File: src/rtl/gs_ddram_bridge.sv
// rtl/gs_ddram_bridge.sv - GS byte-wide memory bridge onto 64-bit DDRAM with a one-line read cache
module gs_ddram_bridge #(
  parameter logic [10:0] ADDR_BASE = 11'h180
) (
  input  logic        DDRAM_CLK,
  input  logic        reset_n,
  input  logic [20:0] addr,
  input  logic [7:0]  din,
  output logic [7:0]  dout,
  input  logic        rd,
  input  logic        we,
  output logic        ready,
  input  logic        DDRAM_BUSY,
  output logic [7:0]  DDRAM_BURSTCNT,
  output logic [28:0] DDRAM_ADDR,
  input  logic [63:0] DDRAM_DOUT,
  input  logic        DDRAM_DOUT_READY,
  output logic        DDRAM_RD,
  output logic [63:0] DDRAM_DIN,
  output logic [7:0]  DDRAM_BE,
  output logic        DDRAM_WE
);

  typedef enum logic [1:0] {
    IDLE    = 2'd0,
    RD_REQ  = 2'd1,
    RD_WAIT = 2'd2,
    WR_REQ  = 2'd3
  } state_t;

  state_t      state, state_next;
  logic [63:0] line;
  logic [17:0] tag;
  logic        valid;
  logic        wr_done;
  logic [20:0] req_addr;
  logic [7:0]  req_din;
  logic        hit;
  logic        start_wr;
  logic        start_rd;
  logic        accept;

  assign hit      = valid && (tag == addr[20:3]);
  assign start_wr = we && !wr_done;
  assign start_rd = rd && !hit;
  assign accept   = !DDRAM_BUSY;

  assign dout  = line[{addr[2:0], 3'b000} +: 8];
  assign ready = (state == IDLE) && !start_rd && !start_wr;

  // Command strobes come straight from the state register so RD and WE can never overlap.
  assign DDRAM_RD       = (state == RD_REQ);
  assign DDRAM_WE       = (state == WR_REQ);
  assign DDRAM_BURSTCNT = 8'd1;
  assign DDRAM_ADDR     = {ADDR_BASE, req_addr[20:3]};
  assign DDRAM_DIN      = {8{req_din}};
  assign DDRAM_BE       = 8'b1 << req_addr[2:0];

  always_comb begin
    state_next = state;
    case (state)
      IDLE: begin
        if (start_wr)      state_next = WR_REQ;
        else if (start_rd) state_next = RD_REQ;
      end
      WR_REQ:  if (accept) state_next = IDLE;
      RD_REQ:  if (accept) state_next = RD_WAIT;
      RD_WAIT: if (DDRAM_DOUT_READY) state_next = IDLE;
      default: state_next = IDLE;
    endcase
  end

  always_ff @(posedge DDRAM_CLK) begin
    if (!reset_n) begin
      state    <= IDLE;
      line     <= 64'd0;
      tag      <= 18'd0;
      valid    <= 1'b0;
      wr_done  <= 1'b0;
      req_addr <= 21'd0;
      req_din  <= 8'd0;
    end else begin
      state <= state_next;

      if (state == IDLE) begin
        if (start_wr) begin
          req_addr <= addr;
          req_din  <= din;
        end else if (start_rd) begin
          req_addr <= addr;
        end
      end

      // Write-through: refresh the cached byte only if the line already holds this word.
      if (state == WR_REQ && accept && valid && tag == req_addr[20:3])
        line[{req_addr[2:0], 3'b000} +: 8] <= req_din;

      if (!we)
        wr_done <= 1'b0;
      else if (state == WR_REQ && accept)
        wr_done <= 1'b1;

      if (state == RD_WAIT && DDRAM_DOUT_READY) begin
        line  <= DDRAM_DOUT;
        tag   <= req_addr[20:3];
        valid <= 1'b1;
      end
    end
  end

endmodule

File: config.mk
export PLATFORM = sky130hd
export DESIGN_NAME = gs_ddram_bridge
export DESIGN_NICKNAME = d
export VERILOG_FILES = /design/src/rtl/gs_ddram_bridge.sv
export SDC_FILE = /design/constraint.sdc
export NUM_CORES = 1
export LEC_CHECK = 0
export CORE_ASPECT_RATIO = 1.5
export CORE_MARGIN = 2
export CORE_UTILIZATION = 43
export DETAILED_ROUTE_END_ITERATION = 8
export PLACE_DENSITY = 0.77
export SLEW_MARGIN = 30
export SYNTH_ARGS = -nofsm -noshare
export SYNTH_HDL_FRONTEND = slang
export SYNTH_SLANG_ARGS = --single-unit
File: constraint.sdc
create_clock -name DDRAM_CLK -period 2.6 [get_ports DDRAM_CLK]
set_input_delay 0.39 -clock DDRAM_CLK [delete_from_list [all_inputs] [get_ports DDRAM_CLK]]
set_output_delay 0.39 -clock DDRAM_CLK [all_outputs]
set_load 0.1 [all_outputs]
==> metrics.md <==
| Metric | Value |
|---|---|
| Syn Inst Count | 911 |
| # IOs | 219 |
| Worst-Margin Slew | 0.611 ns |
| Largest stage delay, worst path | 0.51 ns |
| CORE AREA | 16600 sq um |
| Final routed DRC violation total | 0 |
| Simple-gate share of the synthesized area | 14.8% |
| CP Launch Type | input port |
| Layout cell share with drive strength beyond 1 | 19.8% |
| Final ANT Viol Nets | 0 |
| Fin crit period | approximately 2.5 ns |
| Design Area, Final | 9350 sq um |
| First-pass GRT wire length | 36200 microns |
| P per Cell Area | 740 nW/um^2 |
| Post-synthesis mux area share | a little under a tenth |
| Final setup fails | 0 |
| RSZ-0062 raised after global routing | false |
| CTS sink cnt | between 100 and 150 |
| Leakage | approximately 0.0035 uW |
| Max frequency | 0.400 GHz |
| Clk_skew | a little over 0.009 ns |
| Dpl cell area | 8720 sq um |
| Rows | between 50 and 60 |
| CTS tree | yes |
| Xor/xnor share of the synthesized area | 3.52% |
| Multi-input gate area | roughly 4000 sq um |
| Crit path capture type | output port |
| Final WL | 24000 microns |
| Ant. Diodes | 0 |
| Commonest non-fill, non-tap cells in the layout | 121 x nand2_1, 115 x buf_4, 115 x dfxtp_1, 97 x clkdlybuf4s50_1 |
| Initial antenna violation count | 0 |
| Synth Area in Adders | 1.04% |
| Top fanout value on the critical path | 17 |
| Die area | 17900 sq um |
| Fin Setup TNS | 0 ns |
| Post-Syn Area | ~7200 sq um |
| Filler cells | 1527 |
| Crit path DAT | about 2.1 ns |
| Die X | 110 microns |
| Largest family of logic cells by synthesized area | compound AO/OA/AOI/OAI gates |
| Worst-path clk slew | 0.06 ns |
| Fin crit share | 96.1% |
| Final #Nets | 1104 |
| Max cap viols | 0 |
| Router iterations before antenna repair | 6 |
| Synth Area in Compound Gates | 24.8% |
| Seq cells post-synth | ~120 |
| Vias in the first global route | 6344 |
| TritonCTS buffer count | 17 |
| Post-DR vias/cell | between 5 and 6 |
| Overflow after GRT | 0 |
| Initial Utilization | between 40% and 50% |
| Synth-to-Final Area Change | 29.5% |
| Critical path class | in -> out |
| Setup repair bufs after CTS | 0 |
| Initial DRC Count | 667 |
| Required time of the critical path | 2.21 ns |
| Largest net degree at the start of global routing | 73 |
| GRT Total Usage | 26.9% |
| Die span in y | 163 microns |
| CTS Hold Bufs | 0 |
| Drt wl/cell | slightly below 20 microns |
| Vias post-DR | 7005 |
| Syn Area/Cell | 7.93 sq um |
| Port Buffers | 199 |
| Root Driver | clkbuf_16 |
| VDD IR max | between 0.0004 and 0.0005 V |
| Max_slew headroom | between 50% and 60% |
| Final slew viol count | 0 |
| Hold Path Class | reg -> reg |
| Library cells used by synthesis | 46 |
| Max Buffers Root-to-Sink | 2 |
| Sequential area share after synthesis | 31.9% |
| Slowest-stage cell, CP | clkdlybuf4s50_1 |
| Most Frequent Cell on Critical Path | buf_12 |
| Outcome | finished, final reports clean |
| Final hold vios | 0 |
| Latest clock arrival within the worst-skew pair | between 0.4 and 0.5 ns |
| Yosys warnings | 0 |
| Most common cell after layout, fill and taps aside | nand2_1 |
| H-tree Lvls | 4 |
| GP Congestion | 0.962 |
| Register area | between 2000 and 2500 sq um |
| CP Cell Sequence | clkdlybuf4s50_1 > buf_12 > mux4_2 > mux2_2 > buf_12 |
| HPWL Detailed | 17500 microns |
==> cells in the mapped netlist, drive strengths merged <==
| master | instances | area (sq um) |
|---|---|---|
| clkbuf | 71 | 267 |
| or3 | 3 | 18.8 |
| a31oi | 62 | 388 |
| o21a | 2 | 15.0 |
| nor2 | 48 | 180 |
| nand2b | 8 | 50.1 |
| dfxtp | 115 | 2300 |
| a222oi | 1 | 10.0 |
| o21ai | 63 | 315 |
| and3 | 10 | 62.6 |
| nand3b | 3 | 22.5 |
| o311a | 1 | 10.0 |
| nand4 | 4 | 25.0 |
| nor3b | 1 | 7.51 |
| ha | 6 | 75.1 |
| nand3 | 3 | 15.0 |
| nor2b | 9 | 56.3 |
| a21boi | 26 | 195 |
| nand2 | 121 | 454 |
| nor4 | 4 | 25.0 |
| o2111a | 2 | 22.5 |
| and2 | 5 | 31.3 |
| o311ai | 1 | 8.76 |
| mux2i | 22 | 220 |
| o31ai | 62 | 465 |
| nor3 | 12 | 60.1 |
| or2 | 3 | 18.8 |
| conb | 2 | 7.51 |
| mux2 | 8 | 90.1 |
| and3b | 2 | 17.5 |
| inv | 9 | 33.8 |
| o211ai | 1 | 7.51 |
| a2111oi | 1 | 8.76 |
| or4 | 1 | 7.51 |
| mux4 | 16 | 360 |
| o21bai | 1 | 7.51 |
| xor2 | 10 | 87.6 |
| o211a | 2 | 20.0 |
| buf | 105 | 751 |
| a21oi | 64 | 320 |
| and4 | 2 | 17.5 |
| xnor2 | 19 | 166 |
==> logic make-up after synthesis <==
kind of cell / after synthesis
mux: 46
flops: 115
xor+xnor: 29
fa+ha+maj: 6
compound gates: 289
other cells: 2
simple gates: 239
buf+inv: 185
==> per-layer routing <==
layer | part of all wire (%) | global-route usage (%) | up-vias | wire, microns
met2 | 50 | 44.1 | 369 | 12000
met3 | 7.3 | 5.24 | 79 | 1750
met1 | 37 | 32.0 | 3251 | 8830
met5 | 0 | 0 | - | 0
li1 | - | - | 3306 | -
met4 | 6.2 | 16.3 | 0 | 1490
==> where the power goes <==
part	switching [uW]	internal (uW)
Sequential	171	1890
Clock	906	1540
Combinational	1730	679
==> metrics by stage <==
step | power [uW] | cells | hold WS (ns) | setup WS (ns) | util, %
3_3_place_gp | 4480 | 1190 | 0.447 | -0.0132 | 52.5
4_1_cts | 6940 | 1222 | 0.465 | 0.0485 | 56.2
5_1_grt | 7150 | 1222 | 0.478 | 0.00728 | 56.3
2_1_floorplan | 3930 | 928 | 0.439 | 0.0358 | -
3_5_place_dp | 4490 | 1190 | 0.457 | -0.00780 | 52.5
6_report | 6930 | 1222 | 0.466 | 0.102 | 56.3
==> flip-flops by register name, indices dropped and copies added (netlist names) <==
name / count
tag: 18
valid: 1
req_din: 8
state: 2
line: 64
req_addr: 21
wr_done: 1
==> worst paths after layout <==
| kind | start | to | slack (ns) | cells past startpoint |
|---|---|---|---|---|
| worst min register to register | line[25]$_SDFFE_PN0P_ | line[25]$_SDFFE_PN0P_ | 0.47 | 2 |
| worst max-delay path | addr[0] | dout[4] | 0.10 | 5 |
| worst max register to register | req_addr[0]$_SDFFE_PN0P_ | line[3]$_SDFFE_PN0P_ | 0.19 | 8 |
| worst min-delay path | line[25]$_SDFFE_PN0P_ | line[25]$_SDFFE_PN0P_ | 0.47 | 2 |
==> critical path, delay by kind of cell <==
| family | cells | cell delay (ns) |
|---|---|---|
| mux | 2 | 0.83 |
| buf+inv | 3 | 0.88 |
==> final cells by class <==
| cell class | count | share of cell area (%) |
|---|---|---|
| Clock buffer | 18 | 4.70 |
| Clock inverter | 14 | 1.90 |
| Inverter | 9 | 0.361 |
| Multi-Input combinational cell | 628 | 42.6 |
| Sequential cell | 115 | 24.6 |
| Tap cell | 210 | 2.81 |
| Timing Repair Buffer | 228 | 23.0 |
==> timing repair <==
item / in CTS / in global routing
pin swaps: 0 / 0
setup endpoints to repair: 1 / 1
resized for setup: 1 / 2
Note: power is estimated with default switching activity, not from simulation.
